[src/rtl/demux_1to7_32b_reg.sv]
// Registered 1-to-7 distributor: steers one input word into one of seven
// single-entry holding registers (valid/ready per port) or discards it.
module demux_1to7_32b_reg #(
    parameter int size           = 32,
    parameter int drop_cnt_width = 8
) (
    input  logic                      CGRA_Clock,
    input  logic                      CGRA_Reset,
    input  logic [size-1:0]           in,
    input  logic                      in_valid,
    output logic                      in_ready,
    input  logic [2:0]                select,
    output logic [size-1:0]           out0,
    output logic [size-1:0]           out1,
    output logic [size-1:0]           out2,
    output logic [size-1:0]           out3,
    output logic [size-1:0]           out4,
    output logic [size-1:0]           out5,
    output logic [size-1:0]           out6,
    output logic [6:0]                out_valid,
    input  logic [6:0]                out_ready,
    output logic [drop_cnt_width-1:0] drop_count
);

    logic [size-1:0] hold [7];
    logic [7:0]      room;
    logic            accept;
    logic [6:0]      load;

    // Bit 7 of room is the discard slot, which always has space.
    always_comb begin
        room     = {1'b1, ~out_valid | out_ready};
        in_ready = room[select];
        accept   = in_valid && in_ready;
        load     = '0;
        for (int unsigned i = 0; i < 7; i++) begin
            load[i] = accept && (select == 3'(i));
        end
    end

    always_ff @(posedge CGRA_Clock or posedge CGRA_Reset) begin
        if (CGRA_Reset) begin
            out_valid  <= '0;
            drop_count <= '0;
            for (int unsigned i = 0; i < 7; i++) begin
                hold[i] <= '0;
            end
        end else begin
            for (int unsigned i = 0; i < 7; i++) begin
                if (load[i]) begin
                    hold[i]      <= in;
                    out_valid[i] <= 1'b1;
                end else if (out_ready[i]) begin
                    out_valid[i] <= 1'b0;
                end
            end
            if (accept && (select == 3'd7) && (drop_count != '1)) begin
                drop_count <= drop_count + 1'b1;
            end
        end
    end

    assign out0 = hold[0];
    assign out1 = hold[1];
    assign out2 = hold[2];
    assign out3 = hold[3];
    assign out4 = hold[4];
    assign out5 = hold[5];
    assign out6 = hold[6];

endmodule

[config.mk]
export PLATFORM = sky130hd
export DESIGN_NAME = demux_1to7_32b_reg
export DESIGN_NICKNAME = d
export VERILOG_FILES = /design/src/rtl/demux_1to7_32b_reg.sv
export SDC_FILE = /design/constraint.sdc
export NUM_CORES = 1
export LEC_CHECK = 0
export ABC_CLOCK_PERIOD_IN_PS = 12100
export CORE_ASPECT_RATIO = 0.8
export CORE_MARGIN = 2
export CORE_UTILIZATION = 31
export DETAILED_ROUTE_END_ITERATION = 12
export PLACE_DENSITY = 0.68
export SLEW_MARGIN = 15
export SYNTH_ARGS = -nofsm -noshare
export SYNTH_HDL_FRONTEND = slang
export SYNTH_SLANG_ARGS = --single-unit
export TNS_END_PERCENT = 20
[constraint.sdc]
create_clock -name CGRA_Clock -period 12.1 [get_ports CGRA_Clock]
set_input_delay 3.63 -clock CGRA_Clock [delete_from_list [all_inputs] [get_ports CGRA_Clock]]
set_output_delay 3.63 -clock CGRA_Clock [all_outputs]
set_load 0.03 [all_outputs]
; ---- After elaboration in Yosys (flattened, before gate mapping)
; Cells that the tools add are included.
; W data, S select, Z words.
[word_totals]
in_bits = 45
output_inout_bits = 240
ff_bits = 239
rom_bits = 0
elab_cells = 61
ramBits = 0
n_memories = 0
latchBits = 0
[classes]
n_mux = 16
reduce_logical = 18
n_div = 0
add_sub_neg = 1
magnitude_cmp = 1
shift = 0
n_eq_ne = 8
multipliers = 0
bitwise_logic = 2
[op_table]
columns = operator, count
row1 = $mux W1, 15
row2 = $reduce_bool A2 Y1, 7
row3 = $eq A3 B3 Y1 const B, 4
row4 = $logic_and A1 B1 Y1, 10
row5 = $add A8 B1 Y8 const B, 1
row6 = $ne A8 B8 Y1 const B, 1
row7 = $not A7 Y7, 1
row8 = $or A7 B7 Y7, 1
row9 = $eq A3 B2 Y1 const B, 2
row10 = $lt A3 B4 Y1 const B, 1
row11 = $bmux W1 S3, 1
row12 = $eq A3 B1 Y1 const B, 1
row13 = $logic_not A3 Y1, 1

; ---- Longest topological paths before layout
[logic_depth]
ltp_word = 7
mapped_depth = 6

; ---- Least setup slack after synthesis
; OpenSTA, ideal clock, no wires.
[synth_timing]
path_kind = input-to-output
start = input port select[0]
end = output port in_ready
arrival_ps = 4540
path_stages = 3
required_ps = 8470
slack_ps = 3930
cell_sequence = buf_4 > mux4_2 > o21a_1
[synth_via]
elab_chain_cells = 2
[synth_lines]
columns = element, line
row1 = from (decl), 12  ; input logic [2:0] select,
row2 = $bmux W1 S3, 33  ; in_ready = room[select];
row3 = $mux W1 (implied by the code), 33
row4 = to (decl), 11  ; output logic in_ready,
; No other way between the ends. The select of a mux whose other input is x is not followed.

; ---- Final worst setup path
; Same ends and word-level chain as after synthesis.

==> impl_results.md <==
* Vias at 5748
* Commonest register cell after synthesis: sky130_fd_sc_hd__dfrtp_1
* Setup slack of the worst register-to-register path at 10080 ps
* Clock transition at the registers of the reported paths at 60 ps
* Worst Tran Pin Value at 925 ps
* Cell family contributing the most delay on the critical path: buffers and inverters
* WL/cell at 20.1 um
* Syn Inst Count at 550
* Asr flop ratio synth at 1.00
* Biggest area contributors in the synthesized netlist: sky130_fd_sc_hd__dfrtp_1 65%, sky130_fd_sc_hd__mux2_2 28%, sky130_fd_sc_hd__buf_2 0.66%
* Proportion of layout cells with a drive suffix above 1 at 0.334
* Type of destination of the critical path: output pin
* Register share of total power at 0.371
* Mean instance size in the synthesized netlist at 16.6 sq um
* Die Wd at 196 um
* Hold Crit Start: out6[22]$_DFFE_PP0P_
* PortBufs at 284
* Global routing usage summed across all routing layers at 0.160
* Area taken by flip-flops and latches at 5980 sq um
* CTS tree: built
* Max-slew violation total from the final report at 0
* Via count of the first global-routing pass at 6158
* Sinks on the clock net at 239
* Static Leakage at 5.58 nW
* Power dissipated by switching net loads at 0.977 mW
* Clock root cell: sky130_fd_sc_hd__clkbuf_16
* Routability congestion estimate from global placement at 0.791
* Number of cells on the worst reg-to-reg path at 4
* Initial Utilization at 0.314
* Critical path peak fanout at 10
* Inst Count DP at 1194
* Data required, critical path at 8470 ps
* Total CTS buffers at 26
* Final min period at 9330 ps
* Worst vdd ir at 122 uV
* Post-Synthesis Net Count at 596
* Synth area leader: sky130_fd_sc_hd__dfrtp_1
* CTS H-tree depth at 1
* Share of the yosys chip area belonging to registers at 0.654
* Fmax at 0.107 GHz
* Startpoint of the worst register-to-register path: out_valid[2]$_DFFE_PP0P_
* Unrepaired setup endpoints after global routing: false
* Remaining max-slew budget at the tightest pin at 0.382
* Number of nets with antenna violations after detailed routing at 0
* Fillers at 2615
* Initial drt markers at 103
* Capture instance of the worst register-to-register path: out2[10]$_DFFE_PP0P_
* Synthesized area at 9150 sq um
* Count of state elements after synthesis at 239
* Number of rows created at floorplan at 56
* Tightest Hold Check Type: reg2reg
* Number of top-level design ports at 285
* Most frequent cells in the layout: 284 x sky130_fd_sc_hd__clkdlybuf4s50_1, 239 x sky130_fd_sc_hd__dfrtp_1, 225 x sky130_fd_sc_hd__mux2_2
* Hold Fails Final Rpt at 0
* Period utilization at 0.771
* Footprint of the multi-input gates at 3000 sq um
* CTS Hold Bufs at 0
* HPWL after detailed placement at 15.8 mm
* Final-report setup violation count at 0
* Area delta synth->final at 45.1%
* Number of antenna violations at the first check in global routing at 0
* Cell-by-cell trace of the critical path: clkdlybuf4s50_1 > mux4_2 > o21a_1 > clkdlybuf4s50_1
* Startpoint types: input pin
* Delay of the slowest cell on the worst path at 750 ps
* Vias/cell at 4.63
* Number of gates resized after cts at 0
* Buf+Inv Stages, Crit Path at 2
* Cell-internal power at 1.91 mW
* Die area at 30900 sq um
* First-pass GRT wire length at 38.0 mm
* Vertical die dimension at 158 um
* Setup Fix Bufs, Post-CTS at 0
* Pin count of the biggest net entering global routing at 124
* MaxCap Viol Count at 0
* Count of synthesis-stage warnings from yosys at 0
* Classification of the worst setup path: in2out
* Non-filler cells in the finished layout at 1241
* Most common cell after layout, fill and taps aside: sky130_fd_sc_hd__clkdlybuf4s50_1
* Core area at 29100 sq um
* Switching share of power at 0.338
* Diode insertion count for antenna repair at 0
* Max Clock Skew at 22.4 ps
* Synth cell types at 39
* Cell with the largest stage delay on the worst path: sky130_fd_sc_hd__clkdlybuf4s50_1
* Number of flops mapped to enable cells by yosys at 0
* Routed wire length at 25.0 mm
* Cell Pwr Density at 217 nW/um^2
* Result of the run: finished clean
* Worst hold path endpoint: out6[22]$_DFFE_PP0P_
* DRC viols at 0
* Area share of the largest cell type after synthesis at 0.654
* Clk network pwr share at 0.287
* Cell depth of the worst hold path at 1
* Fin nets at 891
* Number of iterations in the first detailed-routing pass at 4
* Fraction of power consumed by combinational cells at 0.343
* Insertion delay to the later sink of the worst-skew pair at 540 ps
* Bufs on Longest Clock Path at 3
* Cell mode on critical path: sky130_fd_sc_hd__clkdlybuf4s50_1
* Remaining global-route overflow at 0
* Setup tns final at 0 ps
* Worst EP arrival at 5700 ps
-- synth_stat cells (all sizes together), types with 2 or more instances --
cell and n:
nand2 8, nor4bb 2, inv 4, nand4 2
mux2 226, buf 25, a211oi 2, nor4b 2
nand3 4, xor2 3, nor2b 2, nor3 2
nand2b 8, and4 2, o21ai 2, a21o 2
dfrtp 239
-- worst max-delay path by stage --
stage | startpoint | to | slack [ps] | depth (start not counted)
2_1_floorplan | CGRA_Reset | drop_count[0]$_DFFE_PP0P_ | 1910 | 1
3_3_place_gp | select[0] | in_ready | 2810 | 4
3_5_place_dp | select[0] | in_ready | 2780 | 4
4_1_cts | select[0] | in_ready | 2780 | 4
5_1_grt | select[0] | in_ready | 2710 | 4
6_report | select[0] | in_ready | 2770 | 4
-- power groups by stage --
stage                     Clock [mW]  Combinational, mW  Sequential, mW
final                          0.828              0.989            1.07
after global routing           0.886               1.03            1.09
after CTS                      0.856              0.999            1.07
after detailed placement           0              0.995            1.08
after global placement             0              0.988            1.07
after floorplan                    0              0.184            1.43
-- cells by family after synthesis --
family | Yosys count | share of synthesized area
flops | 239 | 0.654
mux | 228 | 0.282
buf+inv | 29 | 0.0209
xor+xnor | 4 | 0.00383
fa+ha+maj | 1 | 0.00137
compound gates | 12 | 0.00958
simple gates | 37 | 0.0286
-- metal layers --
metal  wire, um  share of wire  global-route usage
met1      11300           0.45               0.212
met2      11000           0.44               0.249
met3       2060          0.082              0.0571
met4        631          0.025              0.0465
met5          0              0                   0
-- sequential cells by signal, indices dropped and copies added (netlist names) --
register and flops:
out2 32, out_valid 7, drop_count 8, out6 32, out1 32, out0 32, out3 32, out4 32
out5 32
-- through the flow --
stage / worst slack (ps) / utilization / hold WS (ps) / cell area, sq um / power (mW)
floorplan: 1910 / - / 674 / 9150 / 1.62
global placement: 2810 / 0.425 / 487 / 12400 / 2.06
detailed placement: 2780 / 0.425 / 487 / 12400 / 2.08
CTS: 2780 / 0.455 / 501 / 13300 / 2.93
global route: 2710 / 0.455 / 510 / 13300 / 3.01
finish: 2770 / 0.455 / 496 / 13300 / 2.89
-- area by class of cell --
cell class              count  area share
clock buffers              31      0.0519
clock inverters            16      0.0159
inverters                   4     0.00170
multi-input cells         282       0.226
flip-flops and latches    239       0.451
well taps                 377      0.0355
repair buffers            292       0.219
Note: power is estimated with default switching activity, not from simulation.
